### src/rtl/regfile_read_arbiter_if.sv
// Handshake bundle between requesters, the round-robin read arbiter and the
// register-file read mux. The master side is requesters plus the mux; the slave side is the arbiter.
interface regfile_read_arbiter_if #(
   parameter int NUM_REQ = 4,
   parameter int DATA_W  = 10,
   parameter int ADDR_W  = 3,
   parameter int ID_W    = 2
);
   logic [NUM_REQ-1:0]        req_valid;
   logic [NUM_REQ*ADDR_W-1:0] req_addr;
   logic [NUM_REQ-1:0]        req_ready;
   logic                      port_hold;
   logic [ADDR_W-1:0]         sel;
   logic [DATA_W-1:0]         rd_data;
   logic                      rsp_valid;
   logic [ID_W-1:0]           rsp_id;
   logic [DATA_W-1:0]         rsp_data;

   modport master (
      output req_valid, req_addr, port_hold, rd_data,
      input  req_ready, sel, rsp_valid, rsp_id, rsp_data
   );

   modport slave (
      input  req_valid, req_addr, port_hold, rd_data,
      output req_ready, sel, rsp_valid, rsp_id, rsp_data
   );
endinterface

### src/rtl/regfile_read_arbiter.sv
// Round-robin arbiter for the single register-file read port: grants one
// requester per cycle, steers the mux select and returns a tagged response.
module regfile_read_arbiter #(
   parameter int NUM_REQ = 4,
   parameter int DATA_W  = 10,
   parameter int ADDR_W  = 3,
   parameter int ID_W    = 2
) (
   input  logic                   clk,
   input  logic                   rst,
   regfile_read_arbiter_if.slave  bus
);
   localparam int VEXT = 1 << ID_W;

   logic [ID_W-1:0]   rr_ptr_q,    rr_ptr_d;
   logic [ADDR_W-1:0] last_sel_q,  last_sel_d;
   logic              rsp_valid_q, rsp_valid_d;
   logic [ID_W-1:0]   rsp_id_q,    rsp_id_d;
   logic [DATA_W-1:0] rsp_data_q,  rsp_data_d;

   logic [VEXT-1:0]   valid_ext;
   logic [ADDR_W-1:0] addr_arr [VEXT];
   logic              grant;
   logic [ID_W-1:0]   winner;
   logic [ADDR_W-1:0] win_addr;
   logic [ID_W:0]     scan;

   // Widen to a power-of-two table so the ID_W-bit winner index is always in range.
   always_comb begin
      valid_ext = VEXT'(bus.req_valid);
      for (int i = 0; i < VEXT; i++) begin
         addr_arr[i] = '0;
      end
      for (int i = 0; i < NUM_REQ; i++) begin
         addr_arr[i] = bus.req_addr[i*ADDR_W +: ADDR_W];
      end
   end

   always_comb begin
      grant  = 1'b0;
      winner = '0;
      scan   = '0;
      for (int k = 0; k < NUM_REQ; k++) begin
         scan = {1'b0, rr_ptr_q} + (ID_W+1)'(k);
         if (scan >= (ID_W+1)'(NUM_REQ)) begin
            scan = scan - (ID_W+1)'(NUM_REQ);
         end
         if (!grant && !bus.port_hold && valid_ext[scan[ID_W-1:0]]) begin
            grant  = 1'b1;
            winner = scan[ID_W-1:0];
         end
      end
      win_addr = addr_arr[winner];
   end

   always_comb begin
      rr_ptr_d    = rr_ptr_q;
      last_sel_d  = last_sel_q;
      rsp_valid_d = grant;
      rsp_id_d    = rsp_id_q;
      rsp_data_d  = rsp_data_q;
      if (grant) begin
         rr_ptr_d   = (winner == ID_W'(NUM_REQ-1)) ? '0 : winner + 1'b1;
         last_sel_d = win_addr;
         rsp_id_d   = winner;
         rsp_data_d = bus.rd_data;
      end
   end

   always_ff @(posedge clk) begin
      if (rst) begin
         rr_ptr_q    <= '0;
         last_sel_q  <= '0;
         rsp_valid_q <= 1'b0;
         rsp_id_q    <= '0;
         rsp_data_q  <= '0;
      end else begin
         rr_ptr_q    <= rr_ptr_d;
         last_sel_q  <= last_sel_d;
         rsp_valid_q <= rsp_valid_d;
         rsp_id_q    <= rsp_id_d;
         rsp_data_q  <= rsp_data_d;
      end
   end

   // With no grant the select parks on the last address so the mux input stays quiet.
   assign bus.req_ready = grant ? (NUM_REQ'(1) << winner) : '0;
   assign bus.sel       = grant ? win_addr : last_sel_q;
   assign bus.rsp_valid = rsp_valid_q;
   assign bus.rsp_id    = rsp_id_q;
   assign bus.rsp_data  = rsp_data_q;
endmodule

### src/flat_wrapper.sv
// flat-port wrapper written by rule: the top's interface ports become plain ports
module regfile_read_arbiter_flat 
#(
   parameter int NUM_REQ = 4,
   parameter int DATA_W  = 10,
   parameter int ADDR_W  = 3,
   parameter int ID_W    = 2
)
  (clk, rst, bus_req_valid, bus_req_addr, bus_port_hold, bus_rd_data, bus_req_ready, bus_sel, bus_rsp_valid, bus_rsp_id, bus_rsp_data);
  regfile_read_arbiter_if #(.NUM_REQ(NUM_REQ), .DATA_W(DATA_W), .ADDR_W(ADDR_W), .ID_W(ID_W)) bus_i ();
  input  logic clk;
  input  logic rst;
  input wire logic [$bits(bus_i.req_valid)-1:0] bus_req_valid;
  input wire logic [$bits(bus_i.req_addr)-1:0] bus_req_addr;
  input wire logic [$bits(bus_i.port_hold)-1:0] bus_port_hold;
  input wire logic [$bits(bus_i.rd_data)-1:0] bus_rd_data;
  output wire logic [$bits(bus_i.req_ready)-1:0] bus_req_ready;
  output wire logic [$bits(bus_i.sel)-1:0] bus_sel;
  output wire logic [$bits(bus_i.rsp_valid)-1:0] bus_rsp_valid;
  output wire logic [$bits(bus_i.rsp_id)-1:0] bus_rsp_id;
  output wire logic [$bits(bus_i.rsp_data)-1:0] bus_rsp_data;
  assign bus_i.req_valid = bus_req_valid;
  assign bus_i.req_addr = bus_req_addr;
  assign bus_i.port_hold = bus_port_hold;
  assign bus_i.rd_data = bus_rd_data;
  assign bus_req_ready = bus_i.req_ready;
  assign bus_sel = bus_i.sel;
  assign bus_rsp_valid = bus_i.rsp_valid;
  assign bus_rsp_id = bus_i.rsp_id;
  assign bus_rsp_data = bus_i.rsp_data;
  regfile_read_arbiter #(.NUM_REQ(NUM_REQ), .DATA_W(DATA_W), .ADDR_W(ADDR_W), .ID_W(ID_W)) u_core (.clk(clk), .rst(rst), .bus(bus_i));
endmodule
### config.mk
export PLATFORM = sky130hd
export DESIGN_NAME = regfile_read_arbiter_flat
export DESIGN_NICKNAME = d
export VERILOG_FILES = /design/src/rtl/regfile_read_arbiter_if.sv /design/src/rtl/regfile_read_arbiter.sv /design/src/flat_wrapper.sv
export SDC_FILE = /design/constraint.sdc
export NUM_CORES = 1
export LEC_CHECK = 0
export ABC_AREA = 0
export CORE_UTILIZATION = 35
export DETAILED_ROUTE_END_ITERATION = 8
export PLACE_DENSITY = 0.74
export SYNTH_ARGS = -nofsm -noshare
export SYNTH_HDL_FRONTEND = slang
export SYNTH_SLANG_ARGS = --single-unit
### constraint.sdc
create_clock -name clk -period 3 [get_ports clk]
set_input_delay 0.6 -clock clk [delete_from_list [all_inputs] [get_ports clk]]
set_output_delay 0.6 -clock clk [all_outputs]
set_load 0.005 [all_outputs]
==> metrics <==
register-to-register setup slack=0.79 ns; DRT iter0 DRCs=16; clock latency on the worst-skew pair=0.28 ns; max_cap viols=0; PwrDens=411 nW/um^2; gpl congestion=0.823; final count of pins violating max slew=0; hold path cells=2; fillers=235; TritonCTS clock tree=built; critical path data required time=2.40 ns; Synth warnings=0; CTS Buf Count=3; Routed Antenna Nets=0; Port-buffer cells=48; Cells after Synth=118; Inserted Diodes=0; Final min period=2.95 ns; CP Buf/Inv Count=4; CP Class=in2out; cells on worst reg2reg path=8; relative slew slack=0.580; layout cells sized above 1=0.339; Clock Tree Root=clkbuf_4; worst vdd ir=0.000309 V; critical path startpoint category=primary input; CP peak stage delay=0.46 ns; drt total wl=3.15 mm; Core Area=3030 sq um; post-synth cell types=37; Die W=58.3 um; top-count cell post-synth=nor2_1; Mean Syn Cell Area=9.39 sq um; critical path arrival=2.35 ns; worst r2r src=u_core.rr_ptr_q[1]; Hold Vio Cnt, Final=0; Syn Nets=151; Crit. End Element=output port; reg2reg end=u_core.last_sel_q[0]; Endpoint, Worst Hold=u_core.bus.rsp_id[1]; Via density=4.89; synthesized area=1110 sq um; Row Count=20; register area share after synthesis=0.325; Vias=1154; post-layout util=0.660; DIE HEIGHT=58.3 um; Worst path slowest cell=or3b_2; final worst-path cycle share=0.984; Post-synth ARST share=0; CTS hold repair buffers=0; pin count of the biggest net entering global routing=21; vias in the first global route=1208; Worst-path clk slew=0.10 ns; die area=3400 sq um; f_max=339 MHz; initial antenna violation count=0; DRC viols=0; most used cell, CP=buf_4; Max Fanout on Critical Path=9; CP delay by family, top=buffers and inverters; crit-path cells=buf_4 > or3b_2 > o211ai_1 > o2bb2ai_2 > buf_12 > buf_4 > mux2i_4 > o221ai_1 > dlymetal6s2s_1; Top FF cell, synth=dfxtp_1; Tightest Pin Transition=0.629 ns; status=completed; gr usage total=0.197; top cells by count, synth=nor2_1, dfxtp_1, mux2i_1, inv_1, nand2_1; Setup violations, final=0; area grow syn2layout=80.2%; Worst Clk Skew=0.000962 ns; setup TNS=0 ns; WL/cell=13.4 um; Initial Util=0.366; DP HPWL=2.33 mm; EDFF count, synth=0; Leak=0.000819 uW; top cell type's share of synthesized area=0.325; count of state elements after synthesis=18; Ports=49; clock tree sinks=18; TritonRoute pass-1 iters=4; CTS H-tree depth=1; clk buf depth=2; Synth area leaders=dfxtp_1, mux2i_1, nor2_1; global-route wire length before repair=5.19 mm; worst hold path startpoint=u_core.bus.rsp_id[1]; Overflow after GRT=0; Hold WC Path Type=reg2reg; cell taking the most area after synthesis=dfxtp_1; # nets final=226
flip-flops by register name, summed over array words and instances, names as in the netlist:
register and cells:
u_core.bus.rsp_data 10, u_core.bus.rsp_id 2, u_core.bus.rsp_valid 1, u_core.rr_ptr_q 2
u_core.last_sel_q 3
how the worst max path moves through the flow:
| stage | endpoint | slack (ns) | cells past startpoint | from |
|---|---|---|---|---|
| 6_report | bus_sel[2] | 0.05 | 9 | bus_req_valid[2] |
| 5_1_grt | bus_sel[2] | -0.01 | 9 | bus_req_valid[2] |
| 4_1_cts | bus_sel[2] | -0.13 | 8 | bus_req_valid[2] |
| 3_5_place_dp | bus_sel[1] | -0.57 | 8 | bus_req_valid[2] |
| 3_3_place_gp | bus_sel[1] | -0.54 | 8 | bus_req_valid[1] |
| 2_1_floorplan | bus_sel[0] | 0.50 | 5 | bus_req_valid[2] |
metrics by stage:
step	power, uW	std cells	hold WS [ns]	cell area [sq um]	worst slack [ns]
2_1_floorplan	439	118	0.453	1110	0.499
3_3_place_gp	605	223	0.449	1760	-0.536
3_5_place_dp	610	223	0.451	1760	-0.573
4_1_cts	801	231	0.465	1910	-0.132
5_1_grt	874	236	0.494	2000	-0.0114
6_report	822	236	0.466	2000	0.0470
logic make-up after synthesis:
kind of cell,share of synthesized area
AND/OR/NAND/NOR,0.225
AO/OA/AOI/OAI,0.183
multiplexers,0.163
flip-flops,0.325
buffers and inverters,0.0598
adder cells (fa/ha/maj),0.0451
final cells by class:
type                    instances  area, sq um  area share
multi-input cells              87          815       0.408
repair buffers                 75          699       0.350
flip-flops and latches         18          363       0.182
well taps                      44         55.1      0.0276
clock buffers                   4         36.3      0.0182
inverters                       8         30.0      0.0150
routing by layer:
metal  routed length, um  GRT usage  part of all wire
met1                1290      0.225              0.41
met2                1710      0.371              0.54
met3                 137     0.0379             0.043
met4                  17     0.0544            0.0054
met5                   0          0                 0
placed cells by master, fill, tap and decap left out, types with 2 or more instances in the layout:
master | Yosys | final
clkbuf_4 | 0 | 3
mux2i_1 | 18 | 12
inv_1 | 7 | 7
nand3b_1 | 5 | 5
o221ai_2 | 3 | 5
or2b_1 | 2 | 2
a211oi_4 | 1 | 2
dlygate4sd2_1 | 0 | 3
mux2i_4 | 0 | 6
nor2_1 | 19 | 19
ha_1 | 4 | 4
dfxtp_1 | 18 | 16
buf_12 | 0 | 2
dfxtp_2 | 0 | 2
buf_2 | 1 | 3
or3b_1 | 2 | 2
clkdlybuf4s15_1 | 0 | 2
buf_4 | 1 | 25
clkbuf_2 | 0 | 2
nand2_1 | 6 | 6
a21oi_1 | 5 | 5
clkdlybuf4s50_1 | 0 | 36
nor2b_1 | 2 | 2
worst register-to-register path, cell delays in order, from the launching register on:
cell      delay, ns
dfxtp_2        0.40
or3b_4         0.45
a21oi_2        0.17
o32a_4         0.20
buf_4          0.16
inv_2          0.06
buf_4          0.13
or3_4          0.39
o221ai_2       0.17
repair_timing:
item / in CTS / in global routing
setup endpoints to repair: 7 / 6
gates resized for setup: 38 / 18
buffers inserted: 3 / 5
cloned: 1 / 0
pin swaps: 3 / 4
report_power, final:
part           total, uW  internal (uW)  switching [uW]
clock network        144           73.8            70.2
registers            292            267            24.7
logic                386            234             153
No activity file was read; power rests on OpenSTA's default activity.
